===== src/rtl/f_pc_ctrl_pkg.sv =====
// Shared next-PC select codes and default fetch constants for the F stage.
package f_pc_ctrl_pkg;

    localparam logic [2:0] PC_4  = 3'd0;
    localparam logic [2:0] PC_BR = 3'd1;
    localparam logic [2:0] PC_J  = 3'd2;
    localparam logic [2:0] PC_JR = 3'd3;

    localparam logic [31:0] RESET_PC_DEF = 32'h0000_3000;
    localparam logic [31:0] EXC_PC_DEF   = 32'h0000_4180;

    // Word offset of a conditional branch, sign-extended and scaled to bytes.
    function automatic logic [31:0] br_offset(input logic [15:0] off);
        return {{14{off[15]}}, off, 2'b00};
    endfunction

endpackage


===== src/rtl/f_pc_ctrl_npc_calc.sv =====
// Combinational branch/jump target and taken resolution for the D-stage instruction.
module f_pc_ctrl_npc_calc
    import f_pc_ctrl_pkg::*;
(
    input  logic [2:0]  i_pc_src,
    input  logic        i_cmp,
    input  logic [31:0] i_pc,
    input  logic [25:0] i_imm26,
    input  logic [31:0] i_rs,
    output logic [31:0] o_target,
    output logic        o_taken
);

    logic [31:0] w_pc4;
    logic [31:0] w_br_target;
    logic [31:0] w_j_target;

    assign w_pc4       = i_pc + 32'd4;
    assign w_br_target = w_pc4 + br_offset(i_imm26[15:0]);
    assign w_j_target  = {w_pc4[31:28], i_imm26, 2'b00};

    // Codes 4-7 fall through to the default: not taken, sequential fetch.
    always_comb begin
        o_target = w_pc4;
        o_taken  = 1'b0;
        case (i_pc_src)
            PC_BR: begin
                o_target = w_br_target;
                o_taken  = i_cmp;
            end
            PC_J: begin
                o_target = w_j_target;
                o_taken  = 1'b1;
            end
            PC_JR: begin
                o_target = i_rs;
                o_taken  = 1'b1;
            end
            default: begin
                o_target = w_pc4;
                o_taken  = 1'b0;
            end
        endcase
    end

endmodule


===== src/rtl/f_pc_ctrl.sv =====
// Fetch-stage PC register with exception/eret/stall/redirect priority and IF/ID flush.
module f_pc_ctrl
    import f_pc_ctrl_pkg::*;
#(
    parameter logic [31:0] RESET_PC   = RESET_PC_DEF,
    parameter logic [31:0] EXC_PC     = EXC_PC_DEF,
    parameter logic [31:0] IM_BASE    = 32'h0000_3000,
    parameter int          IM_WORDS   = 4096,
    parameter int          DELAY_SLOT = 1
) (
    input  logic        clk,
    input  logic        reset,
    input  logic        stall,
    input  logic [2:0]  d_pc_src,
    input  logic        d_cmp,
    input  logic [31:0] d_pc,
    input  logic [25:0] d_imm26,
    input  logic [31:0] d_rs,
    input  logic        exc_req,
    input  logic        eret,
    input  logic [31:0] epc,
    output logic [31:0] f_pc,
    output logic        f_adel,
    output logic [31:0] d_pc8,
    output logic        fd_flush
);

    // One bit wider so a memory ending at 2^32 does not wrap the limit to zero.
    localparam logic [32:0] IM_END = {1'b0, IM_BASE} + (33'(IM_WORDS) * 33'd4);

    logic [31:0] r_pc;
    logic [31:0] w_pc_next;
    logic [31:0] w_target;
    logic        w_taken;

    f_pc_ctrl_npc_calc u_npc_calc (
        .i_pc_src (d_pc_src),
        .i_cmp    (d_cmp),
        .i_pc     (d_pc),
        .i_imm26  (d_imm26),
        .i_rs     (d_rs),
        .o_target (w_target),
        .o_taken  (w_taken)
    );

    always_comb begin
        w_pc_next = r_pc + 32'd4;
        if (exc_req)
            w_pc_next = EXC_PC;
        else if (eret)
            w_pc_next = epc;
        else if (stall)
            w_pc_next = r_pc;
        else if (w_taken)
            w_pc_next = w_target;
    end

    always_ff @(posedge clk) begin
        if (reset)
            r_pc <= RESET_PC;
        else
            r_pc <= w_pc_next;
    end

    // Reset gates the flush so a stray exc_req during reset cannot clear IF/ID.
    always_comb begin
        fd_flush = 1'b0;
        if (!reset)
            fd_flush = exc_req | eret | ((DELAY_SLOT == 0) && w_taken && !stall);
    end

    assign f_pc   = r_pc;
    assign f_adel = (r_pc[1:0] != 2'b00) || (r_pc < IM_BASE) || ({1'b0, r_pc} >= IM_END);
    assign d_pc8  = d_pc + 32'd8;

endmodule


===== config.mk =====
export PLATFORM = sky130hd
export DESIGN_NAME = f_pc_ctrl
export DESIGN_NICKNAME = d
export VERILOG_FILES = /design/src/rtl/f_pc_ctrl_pkg.sv /design/src/rtl/f_pc_ctrl_npc_calc.sv /design/src/rtl/f_pc_ctrl.sv
export SDC_FILE = /design/constraint.sdc
export NUM_CORES = 1
export LEC_CHECK = 0
export ABC_AREA = 1
export CAP_MARGIN = 15
export CORE_UTILIZATION = 53
export DETAILED_ROUTE_END_ITERATION = 6
export GPL_ROUTABILITY_DRIVEN = 1
export PLACE_DENSITY = 0.89
export SKIP_LAST_GASP = 1
export SLEW_MARGIN = 20
export SYNTH_ARGS = -nofsm -noshare
export SYNTH_HDL_FRONTEND = slang
export SYNTH_SLANG_ARGS = --single-unit
export TNS_END_PERCENT = 100

===== constraint.sdc =====
create_clock -name clk -period 10.2 [get_ports clk]
set_clock_uncertainty 0.2 [all_clocks]
set_input_delay 2.55 -clock clk [delete_from_list [all_inputs] [get_ports clk]]
set_output_delay 2.55 -clock clk [all_outputs]
set_load 0.01 [all_outputs]

* After elaboration in Yosys (flattened, before gate mapping)
Index checks and enable logic that the tools add are counted.
Operators by class: add/subtract/negate cells 4, $mul 0, divide/modulo/power cells 0, magnitude comparators 2, equality and inequality tests 5, shift operators 0, multiplexer cells 7, bitwise operators 1, reductions and logical operators 5
Operators by type and width (number):
- two-way mux 32 bit | 3
- one-hot mux 32 bit (3 select lines) | 1
- adder 32 x 3 -> 32 bit (second input constant) | 2
- adder 32 bit | 1
- adder 32 x 4 -> 32 bit (second input constant) | 1
- >= comparator 32 x 15 -> 1 bit (second input constant) | 1
- less-than comparator 32 x 14 -> 1 bit (second input constant) | 1
- two-way mux 15 bit | 1
- equality test 3 x 2 -> 1 bit (second input constant) | 2
- OR reduction 2 bit | 2
- equality test 3 x 1 -> 1 bit (second input constant) | 1
- inequality test 3 x 1 -> 1 bit (second input constant) | 1
- logical OR 1 bit | 2
- inequality test 2 x 1 -> 1 bit (second input constant) | 1
- one-hot mux 1 bit (2 select lines) | 1
- nonzero test 2 bit | 1
- two-way mux 1 bit | 1
- bitwise OR 1 bit | 1
Storage, ports and cells: bits in registers 32, latch bits 0, memory bits (writable) 0, memory bits (read-only) 0, input port bits 131, output and inout port bits 66, memories kept 0

* Logic depth before layout (Yosys ltp)
depth after elaboration 7, gate-level depth with buffers 25

* By module
From an unflattened synthesis, not the netlist that was laid out.
Second synthesis, totals: cell total of the unflattened synthesis 1267, area, all modules 6844.1 µm²
By module, submodules not included:
- f_pc_ctrl_npc_calc | instances 1, cells an instance 734, area each 3641.0 µm², seq. area each 0.0 µm²
- f_pc_ctrl | instances 1, cells an instance 533, area each 3203.1 µm², seq. area each 640.6 µm²

* Least setup slack after synthesis
No wires, ideal clock.
path type input to output, start in d_pc[5], end out d_pc8[22], data arrival time 3.812 ns, slack 3.638 ns, stages 9, buffers on the path 1, cells stage by stage buf_4 > nand2_1 > nor2_1 > inv_1 > nor3_1 > nand2_1 > nor2_1 > nand2_1 > xor2_1
On the way: word-level cells in the longest chain between the ends 1
Ends and longest elaborated chain:
- start: declaration | RTL line f_pc_ctrl.sv:16 | input logic [31:0] d_pc,
- adder 32 x 4 -> 32 bit | RTL line f_pc_ctrl.sv:74 | assign d_pc8 = d_pc + 32'd8;
- end: declaration | RTL line f_pc_ctrl.sv:24 | output logic [31:0] d_pc8,
No other way between the ends.

* Worst setup path after layout
start in d_pc[5], end out d_pc8[24]
The elaborated chain is that of the path after synthesis.

==> run_results.csv <==
group,metric,value,unit
outcome,status,"complete, but fails checks",
outcome,violations,"DRC",
floorplan,die_h,112.7,um
layout,antennaDiodeCount,0,
power_and_ir_drop,p_switching,0.2649,mW
sta,setup_tns,0,ns
sta,fmax,127.3,MHz
layout,multiInputGateArea,0.005071,mm^2
grt,grt_pass1_wl,39890,um
grt,grt_usage,39.86,%
clock_network,clock-sinks,32,
clock_network,cts_setup_buffers,0,
routing,dr.pass1.iters,7,
worst_setup_path,start_kind,"input pin",
floorplan,die_area,0.01271,mm^2
power_and_ir_drop,switching_share,42.10,%
sta,finalSetupViolations,0,
logic_synthesis,synth_edf_count,0,
clock_network,cts.hold.buffers_added,0,
floorplan,start_util,54.34,%
place,gp_congestion,0.9827,
logic_synthesis,synth_top_area_share,19.06,%
power_and_ir_drop,pwr-share-clk,23.6,%
logic_synthesis,syn_nets,1340,
power_and_ir_drop,max-vdd-ir-drop,0.08517,mV
logic_synthesis,ys_seq_area_share,9.856,%
worst_setup_path,critPathTopFamily,"buffers and inverters",
layout,fillCellCount,1086,
grt,antenna_found_initial,0,
power_and_ir_drop,p_comb_share,53.5,%
routing,antenna_left,0,
routing,routed_via_density,5.749,
routing,met1Wirelength,11060,um
clock_network,cts_resized,0,
place,hpwl,21000,um
layout,largest_reg_flops,30,
logic_synthesis,ys_types,54,
routing,drc_errors,1,
worst_setup_path,worstPathCellList,"clkdlybuf4s50_1 -> nand2_1 -> nor2_1 -> inv_1 -> nor3_1 -> nand3_1 -> nor2_1 -> nand2_1 -> xor2_1 -> clkdlybuf4s50_1",
routing,post_drt_wl_per_cell,17.11,um
floorplan,core,0.01196,mm^2
power_and_ir_drop,p_int,0.3642,mW
sta,hold_viol,0,
routing,route.met3.wl,2514,um
worst_setup_path,cp-end-kind,"output port",
grt,grt_pass1_vias,7857,
layout,drive_gt1_share,4.811,%
clock_network,clk_latency,0.29,ns
floorplan,num_rows,40,
power_and_ir_drop,p_per_area,72.62,mW/mm^2
flow_run,maxCapViolations,0,
sta,layout_setup_ws,2.344,ns
power_and_ir_drop,p_leak,3.877,nW
logic_synthesis,yosysMostFrequentCell,"nand2_1",
routing,dr_wl_met2,11140,um
logic_synthesis,netlist_area,0.006500,mm^2
worst_setup_path,cpMaxStageDelayCell,"clkdlybuf4s50_1",
worst_setup_path,slowest_delay,0.63,ns
sta,tightest_slew,1.121,ns
logic_synthesis,postSynthAreaPerCell,5.551,um^2
clock_network,cts_max_path_buffers,2,
routing,dr.first_iter.drc_count,968,
logic_synthesis,synth_area_leaders,"nand2_1 (19%), dfxtp_1 (9.9%), inv_1 (9.8%), ha_1 (7.1%), nand3_1 (6.7%)",
layout,fin_nets,1520,
min_path,worstHoldPathType,"flop to flop",
sta,timing.slew.headroom,25.17,%
logic_synthesis,syn_inst,1171,
floorplan,die_w,112.7,um
clock_network,cts.clk_slew.worst_paths,0.05,ns
logic_synthesis,synth_common_cells,"nand2_1 (330), inv_1 (169), nor2_1 (111)",
sta,fin_crit_sh,77.02,%
power_and_ir_drop,seq_power_share,22.9,%
grt,gr-total-overflow,0,
layout,regArea,640.6,um^2
clock_network,cts_max_level,2,
layout,synthToLayoutAreaGrowth,33.26,%
logic_synthesis,synth-main-ff-cell,"dfxtp_1",
logic_synthesis,yosys.area.top_type,"nand2_1",
worst_setup_path,crit_type,"input pin to output port",
worst_setup_path,crit_fanout,6,
sta,final.min_clock_period,7.856,ns
worst_setup_path,required,7.45,ns
place,port_buffers,196,
worst_setup_path,crit_arrival,5.11,ns
routing,num_vias,8612,
logic_synthesis,ys_ff_latch,32,
place,dp_slack,2.367,ns
logic_synthesis,yosysWarnings,0,
grt,grt_max_degree,33,
clock_network,tritoncts,"yes",
clock_network,clockRootBuffer,"clkbuf_16",
sta,maxSlewViolCount,0,
floorplan,pin_count,197,
routing,wl,25630,um
sta,rsz0062_at_grt,"false",
power_and_ir_drop,power.total,0.6291,mW
routing,highest_layer,"met4",
worst_setup_path,crit_buf_inv,3,
logic_synthesis,async_reset_ff_share,0,%
clock_network,numCtsBuffers,5,
-- cell type report --
type	instances	area share [%]
sequential	32	7.396
clock buffer	6	1.488
clock inverter	1	0.05778
multi-input combinational	940	58.54
timing repair buffer	198	22.82
inverter	174	7.569
tap	147	2.123
-- power groups by stage --
stage | sequential [mW] | clock (mW) | combinational (mW)
2_1_floorplan | 0.146 | 0 | 0.182
3_5_place_dp | 0.146 | 0 | 0.327
3_3_place_gp | 0.146 | 0 | 0.324
5_1_grt | 0.145 | 0.153 | 0.366
6_report | 0.144 | 0.149 | 0.336
4_1_cts | 0.143 | 0.147 | 0.329
-- stage by stage --
stage | util, % | cell area [um^2] | hold slack [ns] | std cells
after detailed placement | 71.30 | 8528 | 0.3067 | 1491
after global placement | 71.30 | 8528 | 0.3034 | 1491
after floorplan | - | 6500 | 0.3266 | 1171
final | 72.42 | 8662 | 0.3202 | 1498
after global routing | 72.42 | 8662 | 0.3565 | 1498
after CTS | 72.42 | 8662 | 0.3141 | 1498
-- final timing paths --
kind	start	cells after the start	slack, ns	endpoint
hold reg to reg	f_pc[24]	2	0.32	f_pc[24]
hold / removal	f_pc[24]	2	0.32	f_pc[24]
setup / recovery	d_pc[5]	10	2.34	d_pc8[24]
setup reg to reg	f_pc[2]	10	7.85	f_pc[22]
-- logic make-up after synthesis --
logic type / synth area share [%]
flip-flops: 9.856
multiplexers: 0.1540
buffers and inverters: 12.13
adder cells (fa/ha/maj): 7.430
XOR/XNOR: 7.815
AO/OA/AOI/OAI: 18.27
AND/OR/NAND/NOR: 44.35
-- metal layers --
layer / track usage, % / up-vias
met5: 0 / -
met4: 14.49 / 0
met3: 6.267 / 83
met2: 62.76 / 510
met1: 54.89 / 3820
li1: - / 4199
-- placed cells by master, fill, tap and decap left out, types with 12 or more instances in the layout --
cell / netlist / routed
nand2_1: 330 / 330
a22oi_1: 16 / 16
nor2_1: 111 / 111
xor2_1: 47 / 47
dfxtp_1: 32 / 32
clkdlybuf4s50_1: 0 / 196
ha_1: 37 / 37
nor3_1: 27 / 27
nand4_1: 23 / 23
nand3_1: 87 / 87
nand2_2: 12 / 12
o21ai_0: 56 / 56
inv_1: 169 / 169
a21oi_1: 83 / 83
-- worst reg2reg max path, stage by stage (launching register included) --
cell     delay, ns
dfxtp_1       0.42
ha_1          0.30
nand2_2       0.11
nor3_4        0.23
inv_1         0.10
nor2_2        0.19
nand4_1       0.19
o21ai_0       0.20
nand3_1       0.09
nand3_1       0.10
a21oi_1       0.06
Power figures use the tool's default switching activity.
